File: src/rtl/irq_req_latch8_if.sv
// Request/mask/ack bundle between the interrupt request latch and its consumer.
// The consumer (master) drives requests, mask writes and acks; the latch (slave) returns the presented vector.
interface irq_req_latch8_if #(
  parameter int DROP_W = 8
);
  logic [7:0]        req_in;
  logic              mask_we;
  logic [7:0]        mask_in;
  logic              ack;
  logic [2:0]        ack_idx;
  logic [7:0]        pend_vec;
  logic              irq_valid;
  logic              ack_err;
  logic [DROP_W-1:0] drop_cnt;

  modport master (
    output req_in, mask_we, mask_in, ack, ack_idx,
    input  pend_vec, irq_valid, ack_err, drop_cnt
  );

  modport slave (
    input  req_in, mask_we, mask_in, ack, ack_idx,
    output pend_vec, irq_valid, ack_err, drop_cnt
  );
endinterface

File: src/rtl/irq_req_latch8.sv
// Sticky 8-line interrupt request latch with software mask, valid/ack handshake and drop counter.
// Define REQ_EDGE_DETECT_EN to capture requests on rising edges instead of levels.
module irq_req_latch8 #(
  parameter logic [7:0] MASK_RST = 8'hFF,
  parameter int         DROP_W   = 8
) (
  input  logic           clk,
  input  logic           rst_n,
  irq_req_latch8_if.slave bus
);

  typedef enum logic [1:0] {
    ST_IDLE   = 2'd0,
    ST_VALID  = 2'd1,
    ST_SETTLE = 2'd2
  } state_t;

  state_t            state_reg;
  state_t            state_next;
  logic [7:0]        pending_reg;
  logic [7:0]        pending_next;
  logic [7:0]        mask_reg;
  logic [7:0]        pend_vec;
  logic [7:0]        req_cap;
  logic [7:0]        clr_vec;
  logic [DROP_W-1:0] drop_cnt_reg;
  logic              ack_err_reg;
  logic              ack_legal;
  logic              ack_bad;
  logic              drop_any;
  logic              irq_valid;

`ifdef REQ_EDGE_DETECT_EN
  logic [7:0] req_q_reg;

  always_ff @(posedge clk or negedge rst_n) begin
    if (!rst_n) begin
      req_q_reg <= '0;
    end else begin
      req_q_reg <= bus.req_in;
    end
  end

  assign req_cap = bus.req_in & ~req_q_reg;
`else
  assign req_cap = bus.req_in;
`endif

  assign pend_vec  = pending_reg & mask_reg;
  // Only an ack naming a presented bit while VALID is a real service.
  assign ack_legal = bus.ack && (state_reg == ST_VALID) && pend_vec[bus.ack_idx];
  assign ack_bad   = bus.ack && !ack_legal;

  // A set in the same cycle as its clear wins, so capture is ORed in after the clear.
  generate
    for (genvar gi = 0; gi < 8; gi++) begin : g_bit
      assign clr_vec[gi]      = ack_legal && (bus.ack_idx == 3'(gi));
      assign pending_next[gi] = req_cap[gi] | (pending_reg[gi] & ~clr_vec[gi]);
    end
  endgenerate

  assign drop_any = |(req_cap & pending_reg & ~clr_vec);

  always_ff @(posedge clk or negedge rst_n) begin
    if (!rst_n) begin
      state_reg <= ST_IDLE;
    end else begin
      state_reg <= state_next;
    end
  end

  always_comb begin
    state_next = state_reg;
    case (state_reg)
      ST_IDLE: begin
        if (pend_vec != 8'h00) state_next = ST_VALID;
      end
      ST_VALID: begin
        if (ack_legal)                  state_next = ST_SETTLE;
        else if (pend_vec == 8'h00)     state_next = ST_IDLE;
      end
      ST_SETTLE: begin
        state_next = (pend_vec != 8'h00) ? ST_VALID : ST_IDLE;
      end
      default: state_next = ST_IDLE;
    endcase
  end

  always_comb begin
    irq_valid = 1'b0;
    if (state_reg == ST_VALID) irq_valid = 1'b1;
  end

  always_ff @(posedge clk or negedge rst_n) begin
    if (!rst_n) begin
      pending_reg  <= '0;
      mask_reg     <= MASK_RST;
      ack_err_reg  <= 1'b0;
      drop_cnt_reg <= '0;
    end else begin
      pending_reg <= pending_next;
      ack_err_reg <= ack_bad;
      if (bus.mask_we) begin
        mask_reg <= bus.mask_in;
      end
      // Multiple lines dropping together still count as one lost event.
      if (drop_any && (drop_cnt_reg != {DROP_W{1'b1}})) begin
        drop_cnt_reg <= drop_cnt_reg + {{(DROP_W-1){1'b0}}, 1'b1};
      end
    end
  end

  assign bus.pend_vec  = pend_vec;
  assign bus.irq_valid = irq_valid;
  assign bus.ack_err   = ack_err_reg;
  assign bus.drop_cnt  = drop_cnt_reg;

endmodule

File: src/flat_wrapper.sv
// flat-port wrapper written by rule: the top's interface ports become plain ports
module irq_req_latch8_flat 
#(
  parameter logic [7:0] MASK_RST = 8'hFF,
  parameter int         DROP_W   = 8
)
  (clk, rst_n, bus_req_in, bus_mask_we, bus_mask_in, bus_ack, bus_ack_idx, bus_pend_vec, bus_irq_valid, bus_ack_err, bus_drop_cnt);
  irq_req_latch8_if #(.DROP_W(DROP_W)) bus_i ();
  input  logic clk;
  input  logic rst_n;
  input wire logic [$bits(bus_i.req_in)-1:0] bus_req_in;
  input wire logic [$bits(bus_i.mask_we)-1:0] bus_mask_we;
  input wire logic [$bits(bus_i.mask_in)-1:0] bus_mask_in;
  input wire logic [$bits(bus_i.ack)-1:0] bus_ack;
  input wire logic [$bits(bus_i.ack_idx)-1:0] bus_ack_idx;
  output wire logic [$bits(bus_i.pend_vec)-1:0] bus_pend_vec;
  output wire logic [$bits(bus_i.irq_valid)-1:0] bus_irq_valid;
  output wire logic [$bits(bus_i.ack_err)-1:0] bus_ack_err;
  output wire logic [$bits(bus_i.drop_cnt)-1:0] bus_drop_cnt;
  assign bus_i.req_in = bus_req_in;
  assign bus_i.mask_we = bus_mask_we;
  assign bus_i.mask_in = bus_mask_in;
  assign bus_i.ack = bus_ack;
  assign bus_i.ack_idx = bus_ack_idx;
  assign bus_pend_vec = bus_i.pend_vec;
  assign bus_irq_valid = bus_i.irq_valid;
  assign bus_ack_err = bus_i.ack_err;
  assign bus_drop_cnt = bus_i.drop_cnt;
  irq_req_latch8 #(.MASK_RST(MASK_RST), .DROP_W(DROP_W)) u_core (.clk(clk), .rst_n(rst_n), .bus(bus_i));
endmodule
File: config.mk
export PLATFORM = sky130hd
export DESIGN_NAME = irq_req_latch8_flat
export DESIGN_NICKNAME = d
export VERILOG_FILES = /design/src/rtl/irq_req_latch8_if.sv /design/src/rtl/irq_req_latch8.sv /design/src/flat_wrapper.sv
export SDC_FILE = /design/constraint.sdc
export NUM_CORES = 1
export LEC_CHECK = 0
export ABC_AREA = 1
export BUFFER_PORTS_ARGS = -buffer_cell sky130_fd_sc_hd__buf_4
export CORE_MARGIN = 5
export CORE_UTILIZATION = 50
export DETAILED_ROUTE_END_ITERATION = 10
export PLACE_DENSITY = 0.77
export SYNTH_ARGS = -nofsm -noshare
export SYNTH_HDL_FRONTEND = slang
export SYNTH_SLANG_ARGS = --single-unit
File: constraint.sdc
create_clock -name clk -period 3.08 [get_ports clk]
set_input_delay 0.154 -clock clk [delete_from_list [all_inputs] [get_ports clk]]
set_output_delay 0.154 -clock clk [all_outputs]
set_load 0.01 [all_outputs]
==> results_tabular.tex <==
\begin{tabular}{lr}
\hline
Metric & Value \\
\hline
\multicolumn{2}{l}{\textbf{STA}} \\
Final critical delay including setup and external delays & 2.04 ns \\
Final clock period utilization by the worst path & 66.3\% \\
Max-slew violation total from the final report & 0 \\
Setup TNS & 0 ns \\
Max transition margin & 75.6\% \\
Largest clock skew in the final design & 0.00941 ns \\
Tightest Pin Transition & between 0.3 and 0.4 ns \\
Hold violation count in the final report & 0 \\
Setup repair after global routing missed its margin & false \\
Total of endpoints with negative setup slack in the final report & 0 \\
FMAX & 490 MHz \\
\multicolumn{2}{l}{\textbf{Yosys}} \\
Count of warnings emitted by yosys & 0 \\
Dominant combinational cell family by area after synthesis & simple AND/OR/NAND/NOR gates \\
Main synth FF type & dfrtp\_1 \\
Fraction of synthesized area in multiplexers & 5.99\% \\
Sequential element share of the synthesized area & roughly 46\% \\
Cell type with the largest total area after synthesis & dfrtp\_1 \\
Register bit count reported by yosys & 27 \\
Simple-gate area share of the yosys netlist & approximately 32\% \\
Area fraction in compound gates after synthesis & 4.91\% \\
Parity-gate share of the synthesized area counting xor and xnor cells & 1.75\% \\
Adder and majority cell fraction of the synthesized area & 0.832\% \\
Dominant cells by area after synthesis & dfrtp\_1, nand2\_1, dfstp\_2, inv\_1, mux2\_2 \\
Post-Syn Nets & 210 \\
Count of mapped cells out of synthesis & 186 \\
Number of flops mapped to enable cells by yosys & 0 \\
Unique cell type count in the Yosys netlist & 24 \\
Syn Area/Cell & 8.09 sq um \\
Most instantiated cells after synthesis & nand2\_1, inv\_1, dfrtp\_1 \\
Share of Yosys cell area claimed by the top area cell type & 31.6\% \\
Fraction of synthesis flops using an asynchronous set or reset pin & 100\% \\
Post-synthesis cell area & 1500 sq um \\
Most frequent cell after synthesis & nand2\_1 \\
\multicolumn{2}{l}{\textbf{Floorplan}} \\
Area of the core region & 2980 sq um \\
Std cell rows & 20 \\
Height of the die & roughly 65 microns \\
Boundary Pins & 41 \\
Area of the die & 4200 sq um \\
Effective utilization at floorplan & 50.5\% \\
Floorplan die width & 64.8 microns \\
\multicolumn{2}{l}{\textbf{Worst hold path}} \\
Min-Delay Startpoint & bus\_req\_in[0] \\
Hold crit path type & in -> reg \\
Hold path cells & 2 \\
Endpoint with the worst hold slack & u\_core.pending\_reg[0]\$\_DFF\_PN0\_ \\
\multicolumn{2}{l}{\textbf{Detailed routing}} \\
Iteration count of the initial detailed-routing pass & 4 \\
Initial drt markers & 77 \\
Routed WL & 3270 microns \\
Remaining number of nets flagged by the antenna check after routing & 0 \\
Residual DRC & 0 \\
Via density & 4.97 \\
Detail-routed net length per standard cell & 12.3 microns \\
Count of vias placed by the detailed router & 1,322 \\
\multicolumn{2}{l}{\textbf{Setup path}} \\
Endpoint arrival time on the critical path & between 2 and 2.5 ns \\
Startpoint Class & register \\
Sequence of cells on the critical path & nand2\_1 -> nand2\_1 -> nand2\_1 -> nand2\_1 -> nand2\_2 -> nand2\_2 -> nand4\_1 -> nand2\_1 -> nand2\_1 -> nor2\_2 -> nand2\_1 -> nand2\_1 -> nand2\_1 -> nand2\_1 \\
Worst r2r dst & u\_core.bus.drop\_cnt[7]\$\_DFFE\_PN0P\_ \\
Biggest fanout along the worst timing path & 11 \\
Type of destination of the critical path & register \\
Number of cells traversed by the worst register-to-register path & 14 \\
CP Data Required Time & between 3 and 4 ns \\
Critical path's top delay family & simple AND/OR/NAND/NOR gates \\
Most frequent cell on the critical path & nand2\_1 \\
Slowest stage delay, CP & 0.55 ns \\
Critical path class & reg -> reg \\
Slowest cell on crit path & dfstp\_2 \\
Register-to-register path setup slack & 1.04 ns \\
Combined buffer and inverter count along the critical path & 0 \\
Launch point of the worst reg-to-reg path & u\_core.mask\_reg[2]\$\_DFFE\_PN1P\_ \\
\multicolumn{2}{l}{\textbf{Power and ir drop}} \\
Proportion of power drawn by the clock network & 14.0\% \\
Cell area power density & 563 nW/um\^{}2 \\
Switching fraction of total power & between 30\% and 40\% \\
Peak ir drop on the vdd network & 0.315 mV \\
Reg power frac & between 40\% and 50\% \\
P\_leak & roughly 0.001 uW \\
Comb pwr share & 38.6\% \\
P\_int & 685 uW \\
Reported net switching power & 388 uW \\
\multicolumn{2}{l}{\textbf{Final layout}} \\
Core Util, Final & 64.0\% \\
Antenna diode count & 0 \\
Post-synthesis to final-layout area growth & 26.7\% \\
Storage element area & 686 sq um \\
Fraction of layout instances using a drive strength above 1 & 30.5\% \\
Number of nets at the end of the flow & 258 \\
Footprint of the multi-input gates & 691 sq um \\
Number of filler cells placed in the layout & approximately 270 \\
\multicolumn{2}{l}{\textbf{Place}} \\
Final RePlAce weighted congestion & 0.963 \\
DPL Wire Length & 2550 microns \\
Number of buffers inserted by port buffering & 40 \\
\multicolumn{2}{l}{\textbf{Global routing}} \\
First-pass GRT wire length & 5340 microns \\
Global route total overflow & 0 \\
GR Util All Layers & 16.2\% \\
Number of global-route vias before repair & 1,182 \\
Number of antenna violations at the first check in global routing & 0 \\
Pin count of the biggest net entering global routing & 28 \\
\multicolumn{2}{l}{\textbf{CTS}} \\
Clock insertion delay at the later pin of the skew report & about 0.32 ns \\
TritonCTS buffer count & 3 \\
Cell at the root of the clock tree & clkbuf\_4 \\
Max clock buf depth & 2 \\
Number of clock sinks & 27 \\
TritonCTS clock tree & built \\
Clock edge transition at the registers on the reported setup and hold paths & approximately 0.14 ns \\
H-tree level count & 1 \\
Number of gates resized after cts & 0 \\
\multicolumn{2}{l}{\textbf{Run}} \\
Max-cap viol count & 0 \\
\multicolumn{2}{l}{\textbf{Outcome}} \\
Outcome & completed \\
\hline
\end{tabular}
==> power groups by stage <==
stage	Clock (uW)	Sequential [uW]	Combinational (uW)
final	150	509	414
after global routing	173	522	466
after CTS	158	509	414
after detailed placement	0	515	412
after global placement	0	516	406
after floorplan	0	520	224
==> layout by cell type, fill, tap and decap left out <==
cell type      netlist  final
dfstp_2              8      8
or2_2                1      1
clkbuf_4             0      3
nor2_1               7      7
nand4_1              9      9
nand2_2              4      4
nand2_1             65     65
xor2_1               3      3
nor3b_4              1      1
a21o_1               7      7
a21o_2               1      1
inv_1               25     25
inv_2                2      2
dfrtp_1             19     19
a22oi_1              1      1
clkbuf_1             1      1
nor2_4               1      1
nor2_2               2      2
buf_4                0     40
nand3_1             13     13
ha_1                 1      1
mux2_2               8      8
a21oi_1              1      1
dlygate4sd3_1        0      6
nor3_1               2      2
nor4_1               2      2
==> layout make-up <==
cell class / count / area share (%)
sequential: 27 / 36.0
clock buffer: 4 / 1.38
tap: 33 / 2.17
multi-input combinational: 129 / 36.2
inverter: 27 / 5.32
timing repair buffer: 46 / 18.9
==> routing by layer <==
layer  wire (microns)  GRT usage (%)  up-vias
met5                0              0        -
met4               63           6.60        0
met3              156           3.99        6
met2             1520           24.9       30
met1             1530           21.8      594
li1                 -              -      692
==> timing repair <==
item,CTS,global route
endpoints found under the hold margin,26,4
setup endpoints to repair,0,0
hold buffers,2,4
setup buffers,0,0
==> through the flow <==
step	power, uW	hold WS [ns]	setup WS [ns]	cells	area [sq um]
2_1_floorplan	744	-0.142	1.49	186	1500
3_3_place_gp	922	0.0814	1.14	256	1820
3_5_place_dp	927	0.0807	1.12	256	1820
4_1_cts	1080	0.000406	1.07	262	1870
5_1_grt	1160	0.00302	0.846	266	1910
6_report	1070	0.0192	1.04	266	1910
==> worst max-delay path by stage <==
stage	from	to	slack [ns]	depth (start not counted)
2_1_floorplan	u_core.mask_reg[7]$_DFFE_PN1P_	u_core.bus.drop_cnt[0]$_DFFE_PN0P_	1.49	14
3_3_place_gp	u_core.mask_reg[2]$_DFFE_PN1P_	u_core.bus.drop_cnt[1]$_DFFE_PN0P_	1.14	14
3_5_place_dp	u_core.mask_reg[4]$_DFFE_PN1P_	u_core.bus.drop_cnt[7]$_DFFE_PN0P_	1.12	14
4_1_cts	u_core.mask_reg[2]$_DFFE_PN1P_	u_core.bus.drop_cnt[1]$_DFFE_PN0P_	1.07	14
5_1_grt	u_core.mask_reg[2]$_DFFE_PN1P_	u_core.bus.drop_cnt[7]$_DFFE_PN0P_	0.85	14
6_report	u_core.mask_reg[2]$_DFFE_PN1P_	u_core.bus.drop_cnt[7]$_DFFE_PN0P_	1.04	14
==> kinds of logic (layout without fill, tap and decap cells) <==
kind of cell,count (synthesis),in the layout
XOR/XNOR,3,3
AND/OR/NAND/NOR,107,107
AO/OA/AOI/OAI,10,10
adder cells (fa/ha/maj),1,1
buffers and inverters,30,77
flip-flops,27,27
multiplexers,8,8
Note: power is estimated with default switching activity, not from simulation.
